<file path="src/rtl/regfile_pkg.sv">
// Shared sizing and index constants for the register file, operand decode and ALU stages.
package regfile_pkg;

  localparam int DATA_WIDTH = 32;
  localparam int ADDR_WIDTH = 5;
  localparam int NUM_REGS   = 2 ** ADDR_WIDTH;

  typedef logic [DATA_WIDTH-1:0] data_t;
  typedef logic [ADDR_WIDTH-1:0] addr_t;

  localparam addr_t REG_ZERO = '0;

endpackage

</file>
<file path="src/rtl/regfile_if.sv">
// Write and read port bundle between the datapath control and the register file.
interface regfile_if;
  import regfile_pkg::*;

  logic  ctrl_writeEnable;
  addr_t ctrl_writeReg;
  data_t data_writeReg;
  addr_t ctrl_readRegA;
  addr_t ctrl_readRegB;
  data_t data_readRegA;
  data_t data_readRegB;

  modport master (
    output ctrl_writeEnable,
    output ctrl_writeReg,
    output data_writeReg,
    output ctrl_readRegA,
    output ctrl_readRegB,
    input  data_readRegA,
    input  data_readRegB
  );

  modport slave (
    input  ctrl_writeEnable,
    input  ctrl_writeReg,
    input  data_writeReg,
    input  ctrl_readRegA,
    input  ctrl_readRegB,
    output data_readRegA,
    output data_readRegB
  );

endinterface

</file>
<file path="src/rtl/regfile_register32.sv">
// One architectural register: DATA_WIDTH flops with synchronous active-low clear and load enable.
module register32
  import regfile_pkg::*;
(
  input  logic  clock,
  input  logic  ctrl_reset,
  input  logic  write_en,
  input  data_t data_in,
  output data_t data_out
);

  data_t data_d;
  data_t data_q;

  // Clear wins over a coincident load so a reset cycle never leaves partial state.
  always_comb begin
    data_d = data_q;
    if (!ctrl_reset) begin
      data_d = '0;
    end else if (write_en) begin
      data_d = data_in;
    end
  end

  always_ff @(posedge clock) begin
    data_q <= data_d;
  end

  assign data_out = data_q;

endmodule

</file>
<file path="src/rtl/regfile.sv">
// 32 x 32-bit register file: one write port, two combinational read ports, register 0 reads as zero.
module regfile
  import regfile_pkg::*;
(
  input  logic     clock,
  input  logic     ctrl_reset,
  regfile_if.slave bus
);

  logic [NUM_REGS-1:1] write_sel;
  data_t               reg_q [NUM_REGS];

  // One-hot write select; index 0 has no storage, so writes to it simply vanish.
  always_comb begin
    write_sel = '0;
    for (int i = 1; i < NUM_REGS; i++) begin
      write_sel[i] = bus.ctrl_writeEnable && (bus.ctrl_writeReg == ADDR_WIDTH'(i));
    end
  end

  assign reg_q[REG_ZERO] = '0;

  for (genvar g = 1; g < NUM_REGS; g++) begin : g_regs
    register32 u_reg (
      .clock      (clock),
      .ctrl_reset (ctrl_reset),
      .write_en   (write_sel[g]),
      .data_in    (bus.data_writeReg),
      .data_out   (reg_q[g])
    );
  end

  // No write bypass: reads see the pre-edge contents of the target register.
  assign bus.data_readRegA = reg_q[bus.ctrl_readRegA];
  assign bus.data_readRegB = reg_q[bus.ctrl_readRegB];

endmodule

</file>
<file path="src/flat_wrapper.sv">
// flat-port wrapper written by rule: the top's interface ports become plain ports
module regfile_flat import regfile_pkg::*;
  (clock, ctrl_reset, bus_ctrl_writeEnable, bus_ctrl_writeReg, bus_data_writeReg, bus_ctrl_readRegA, bus_ctrl_readRegB, bus_data_readRegA, bus_data_readRegB);
  regfile_if bus_i ();
  input  logic clock;
  input  logic ctrl_reset;
  input wire logic [$bits(bus_i.ctrl_writeEnable)-1:0] bus_ctrl_writeEnable;
  input wire logic [$bits(bus_i.ctrl_writeReg)-1:0] bus_ctrl_writeReg;
  input wire logic [$bits(bus_i.data_writeReg)-1:0] bus_data_writeReg;
  input wire logic [$bits(bus_i.ctrl_readRegA)-1:0] bus_ctrl_readRegA;
  input wire logic [$bits(bus_i.ctrl_readRegB)-1:0] bus_ctrl_readRegB;
  output wire logic [$bits(bus_i.data_readRegA)-1:0] bus_data_readRegA;
  output wire logic [$bits(bus_i.data_readRegB)-1:0] bus_data_readRegB;
  assign bus_i.ctrl_writeEnable = bus_ctrl_writeEnable;
  assign bus_i.ctrl_writeReg = bus_ctrl_writeReg;
  assign bus_i.data_writeReg = bus_data_writeReg;
  assign bus_i.ctrl_readRegA = bus_ctrl_readRegA;
  assign bus_i.ctrl_readRegB = bus_ctrl_readRegB;
  assign bus_data_readRegA = bus_i.data_readRegA;
  assign bus_data_readRegB = bus_i.data_readRegB;
  regfile u_core (.clock(clock), .ctrl_reset(ctrl_reset), .bus(bus_i));
endmodule
</file>
<file path="config.mk">
export PLATFORM = sky130hd
export DESIGN_NAME = regfile_flat
export DESIGN_NICKNAME = d
export VERILOG_FILES = /design/src/rtl/regfile_pkg.sv /design/src/rtl/regfile_if.sv /design/src/rtl/regfile_register32.sv /design/src/rtl/regfile.sv /design/src/flat_wrapper.sv
export SDC_FILE = /design/constraint.sdc
export NUM_CORES = 2
export LEC_CHECK = 0
export CORE_MARGIN = 2
export CORE_UTILIZATION = 45
export CTS_CLUSTER_SIZE = 10
export DETAILED_ROUTE_END_ITERATION = 6
export SETUP_SLACK_MARGIN = 0.4
export SLEW_MARGIN = 5
export SYNTH_ARGS = -nofsm -noshare
export SYNTH_HDL_FRONTEND = slang
export SYNTH_SLANG_ARGS = --single-unit
</file>
<file path="constraint.sdc">
create_clock -name clock -period 1.9 [get_ports clock]
set_clock_uncertainty 0.15 [all_clocks]
set_input_delay 0.19 -clock clock [delete_from_list [all_inputs] [get_ports clock]]
set_output_delay 0.19 -clock clock [all_outputs]
set_load 0.05 [all_outputs]
</file>
==> Word level (Yosys, flattened, before mapping) <==
Index checks and enable logic that the tools add are counted.
{ "totals": {"wordCells": 103, "input_bits": 50, "regBits": 992, "output_inout_bits": 64} }
{ "op_classes": {"n_reduce_logical": 31, "n_eq_ne": 31, "muxes": 6, "bitwise_logic": 2, "n_lt_le_gt_ge": 2} }
{ "op_table": {"columns": ["operator", "n"], "rows": [
  ["$bmux W32 S5", 2],
  ["$mux W32", 4],
  ["$eq A5 B5 Y1 const B", 16],
  ["$eq A5 B4 Y1 const B", 8],
  ["$logic_and A1 B1 Y1", 31],
  ["$eq A5 B3 Y1 const B", 4],
  ["$ge A6 B6 Y1 const B", 2],
  ["$not A5 Y6", 2],
  ["$eq A5 B2 Y1 const B", 2],
  ["$eq A5 B1 Y1 const B", 1]
]} }

==> Logic depth before layout (Yosys ltp) <==
{ "logic_depth": {"word_depth": 4, "mapped_depth": 9, "ltp_nobuf": 5} }

==> Cells and area by module <==
Synthesis repeated with hierarchy kept, for this count alone.
{ "hier_totals": {"cells_unflattened": 4653, "area_unflattened_um2": 54847.6} }
{ "by_module_without_submodules": {"columns": ["module", "cells_per_inst", "instances", "area_each_um2"], "rows": [
  ["register32", 103, 31, 1243.7],
  ["regfile", 1460, 1, 16293.1]
]} }

==> Least setup slack after synthesis <==
No wires, ideal clock.
{ "synth_timing": {"path_kind": "input-to-output", "startpoint": "input bus_ctrl_readRegB[1]", "endpoint": "output bus_data_readRegB[10]", "t_arrival_ns": 1.876, "slack_ns": -0.316, "stages": 7, "t_required_ns": 1.560, "path_cell_list": "buf_2 -> clkbuf_1 -> mux2_2 -> a221oi_1 -> nor3_1 -> a31oi_1 -> nand3_1"} }
{ "synth_between": {"elab_chain_len": 4} }
{ "synth_lines": {"columns": ["element", "line_no", "source"], "rows": [
  ["from (decl)", "flat_wrapper.sv:11", "input wire logic [$bits(bus_i.ctrl_readRegB)-1:0] bus_ctrl_readRegB;"],
  ["$not A5 Y6 (implied by the code)", "regfile.sv:35", "assign bus.data_readRegB = reg_q[bus.ctrl_readRegB];"],
  ["$bmux W32 S5", "regfile.sv:35", null],
  ["$mux W32 (implied by the code) (2 in series)", "regfile.sv:35", null],
  ["to (decl)", "flat_wrapper.sv:13", "output wire logic [$bits(bus_i.data_readRegB)-1:0] bus_data_readRegB;"]
]} }
Every way passes these cells. The select of a mux whose other input is x is not followed.

==> Worst setup path in the final report <==
{ "layout_timing": {"startpoint": "register u_core.g_regs[7].u_reg.data_q[26]", "endpoint": "output bus_data_readRegA[26]"} }
{ "layout_between": {"elab_chain_len": 3} }
{ "layout_lines": {"columns": ["element", "line_no", "source"], "rows": [
  ["from (decl)", "regfile_register32.sv:13", "data_t data_q;"],
  ["from (signal assigned)", "regfile_register32.sv:26", "data_q <= data_d;"],
  ["$bmux W32 S5", "regfile.sv:34", "assign bus.data_readRegA = reg_q[bus.ctrl_readRegA];"],
  ["$mux W32 (implied by the code) (2 in series)", "regfile.sv:34", null],
  ["to (decl)", "flat_wrapper.sv:12", "output wire logic [$bits(bus_i.data_readRegA)-1:0] bus_data_readRegA;"]
]} }
Every way passes these cells. The select of a mux whose other input is x is not followed.

==> out/qor.yml <==
drt_wl_total_mm: 215
switchingPower_mw: 13.6
avgSynthCellArea_um2: 8.19
ys_seq_area_frac: 0.368
syn_area_um2: 53900
ir_drop_mv: 0.674
numPortBuffers: 113
p_leak_nw: 26.1
multi_input_area_um2: 33900
rows: 126
die_area_um2: 123000
grt_start_max_net_pins: 133
arrival_ns: 2.50
utilization: 0.591
synth_edf_count: 0
grt_pass1_wl_mm: 316
violations: "negative setup slack"
min_path_type: "in2reg"
drt-wirelength-per-cell_um: 25.2
layout_common_cells: "2124 x nand2_1, 913 x dfxtp_1, 768 x mux2i_1"
die_y_um: 350
grt_setup_unrepaired: "yes"
critical-path-slowest-cell: "mux4_2"
fp.coreArea_um2: 118000
critPathMaxFanout: 2
antenna_left: 0
gp_congestion: 0.957
timing.rr.start: "u_core.g_regs[7].u_reg.data_out[8]"
finalHoldViolCount: 0
drv_slew: 0
nets: 6942
drive_gt1_frac: 0.214
cts_tree: "built"
htree_levels: 3
setup_viol_count_final: 64
die_x_um: 350
clk_pin_slew_ns: 0.06
grt_usage: 0.340
io_pins: 114
clk_path_buf_depth: 3
drv_cap: 0
synthFlopType: "dfxtp_1"
slowest_delay_ns: 0.49
cp-start-kind: "register"
antenna_found_initial: 3
final_common_cell: "nand2_1"
worst_slew_pin_slew_ns: 0.529
powerDensity_nw_per_um2: 701
crit_buf_inv: 3
hold_slack_ns: 0.141
swShare: 0.276
ys_warn_count: 0
start_util: 0.455
totalPowerFinal_mw: 49.1
vias: 51398
setup.worst_path.start: "u_core.g_regs[7].u_reg.data_out[26]"
grt_overflow_total: 0
numClockSinks: 992
yosys_register_bits: 992
pwr-share-seq: 0.430
synth_cells: 6580
drcViolationCount: 0
min_period_ns: 2.84
syn2layout_area_growth_pct: 29.7
relSlewSlack: 0.647
cp-end-kind: "output pin"
root_buffer: "clkbuf_16"
dr.pass1.iters: 5
drt_iter0_drc: 5787
max_freq_ghz: 0.353
synth_cell_type_count: 35
register_area_um2: 20000
status: "finished, violations left"
cp.required_ns: 1.56
p_comb_frac: 0.161
critPathKind: "reg2out"
n_fill_cell: 10118
min_period_over_period: 1.49
diodes: 0
hp-start: "bus_data_writeReg[7]"
layout_setup_ws_ns: -0.935
cp_top_family: "multiplexers"
clkPwrFrac: 0.410
p_int_mw: 35.5
synth_nets: 6630
async_flop_share: 0
grt_pass1_vias: 49140
numCtsBuffers: 114
clk_latency_ns: 0.71
largest_reg_flops: 992
hpwlAfterDp_mm: 132
crit_chain: "buf_6 -> mux4_2 -> nor2b_4 -> nor3_4 -> a31oi_2 -> buf_4 -> nand3_4 -> buf_12"
via_per_inst: 6.02
==> tightest hold or removal path: stages <==
cell	delay, ns
clkdlybuf4s50_1	0.44
buf_12	0.19
nand2_1	0.07
a21boi_1	0.05
==> what timing repair did <==
action                                  in CTS  in global routing
resized for setup                          326                150
pin swaps                                   35                 31
hold buffers                                 1                  0
cloned                                      17                  2
endpoints found under the hold margin      257                  0
buffers inserted                            25                  6
endpoints found under the setup margin     866                312
==> stage by stage <==
stage          setup WS (ns)  TNS, ns  cells  area, µm²
2_1_floorplan        -0.0146   -0.427   6580      55200
3_3_place_gp          -0.783  -419.64   8325      64000
3_5_place_dp          -0.756  -436.42   8325      64000
4_1_cts               -0.962   -55.01   8527      69200
5_1_grt               -0.996   -56.60   8535      69900
6_report              -0.935   -53.68   8535      69900
==> cell families after synthesis <==
group                  synth area share
AOI/OAI and AO/OA                 0.203
buffers and inverters            0.0541
DFF                               0.368
muxes                             0.183
and+or+nand+nor                   0.191
==> metal layers <==
| layer | track usage | up-vias | part of all wire |
|---|---|---|---|
| met1 | 0.453 | 25097 | 0.41 |
| met5 | 0 | - | 0.000060 |
| met3 | 0.0564 | 600 | 0.085 |
| met2 | 0.537 | 2440 | 0.45 |
| met4 | 0.161 | 2 | 0.052 |
| li1 | - | 23259 | - |
==> area by class of cell <==
class | count | area share
flip-flops and latches | 992 | 0.285
repair buffers | 847 | 0.156
well taps | 1600 | 0.0286
clock inverters | 9 | 0.00132
clock buffers | 150 | 0.0443
multi-input cells | 4937 | 0.484
==> path summary, 6_finish.rpt <==
path / endpoint / slack [ns] / cells past startpoint
max: bus_data_readRegA[26] / -0.94 / 8
min: u_core.g_regs[29].u_reg.data_out[7] / 0.14 / 4
max reg2reg: u_core.g_regs[7].u_reg.data_out[8] / 0.85 / 5
min reg2reg: u_core.g_regs[24].u_reg.data_out[5] / 0.32 / 2
==> power groups by stage <==
stage                     Clock (mW)  Sequential [mW]  Combinational, mW
final                           20.1             21.1               7.87
after global routing            21.1             21.1               8.10
after CTS                       20.3             21.1               7.60
after detailed placement           0             21.5               7.24
after global placement             0             21.5               7.21
after floorplan                    0             21.5               3.86
==> cells in the mapped netlist, types with 64 or more instances <==
cell type / instances / share of area
nand3_1: 192 / 0.018
dfxtp_1: 992 / 0.37
nand2_1: 2147 / 0.15
mux2i_1: 768 / 0.14
mux4_2: 64 / 0.027
buf_2: 233 / 0.022
a221oi_1: 64 / 0.010
a21oi_1: 128 / 0.012
a21boi_1: 280 / 0.039
a31oi_1: 64 / 0.0074
a22oi_1: 256 / 0.036
a21boi_0: 712 / 0.099
clkbuf_1: 370 / 0.026
mux2_2: 64 / 0.013
nor2b_1: 73 / 0.0085
nor3_1: 65 / 0.0060
(Power assumes the default switching activity.)
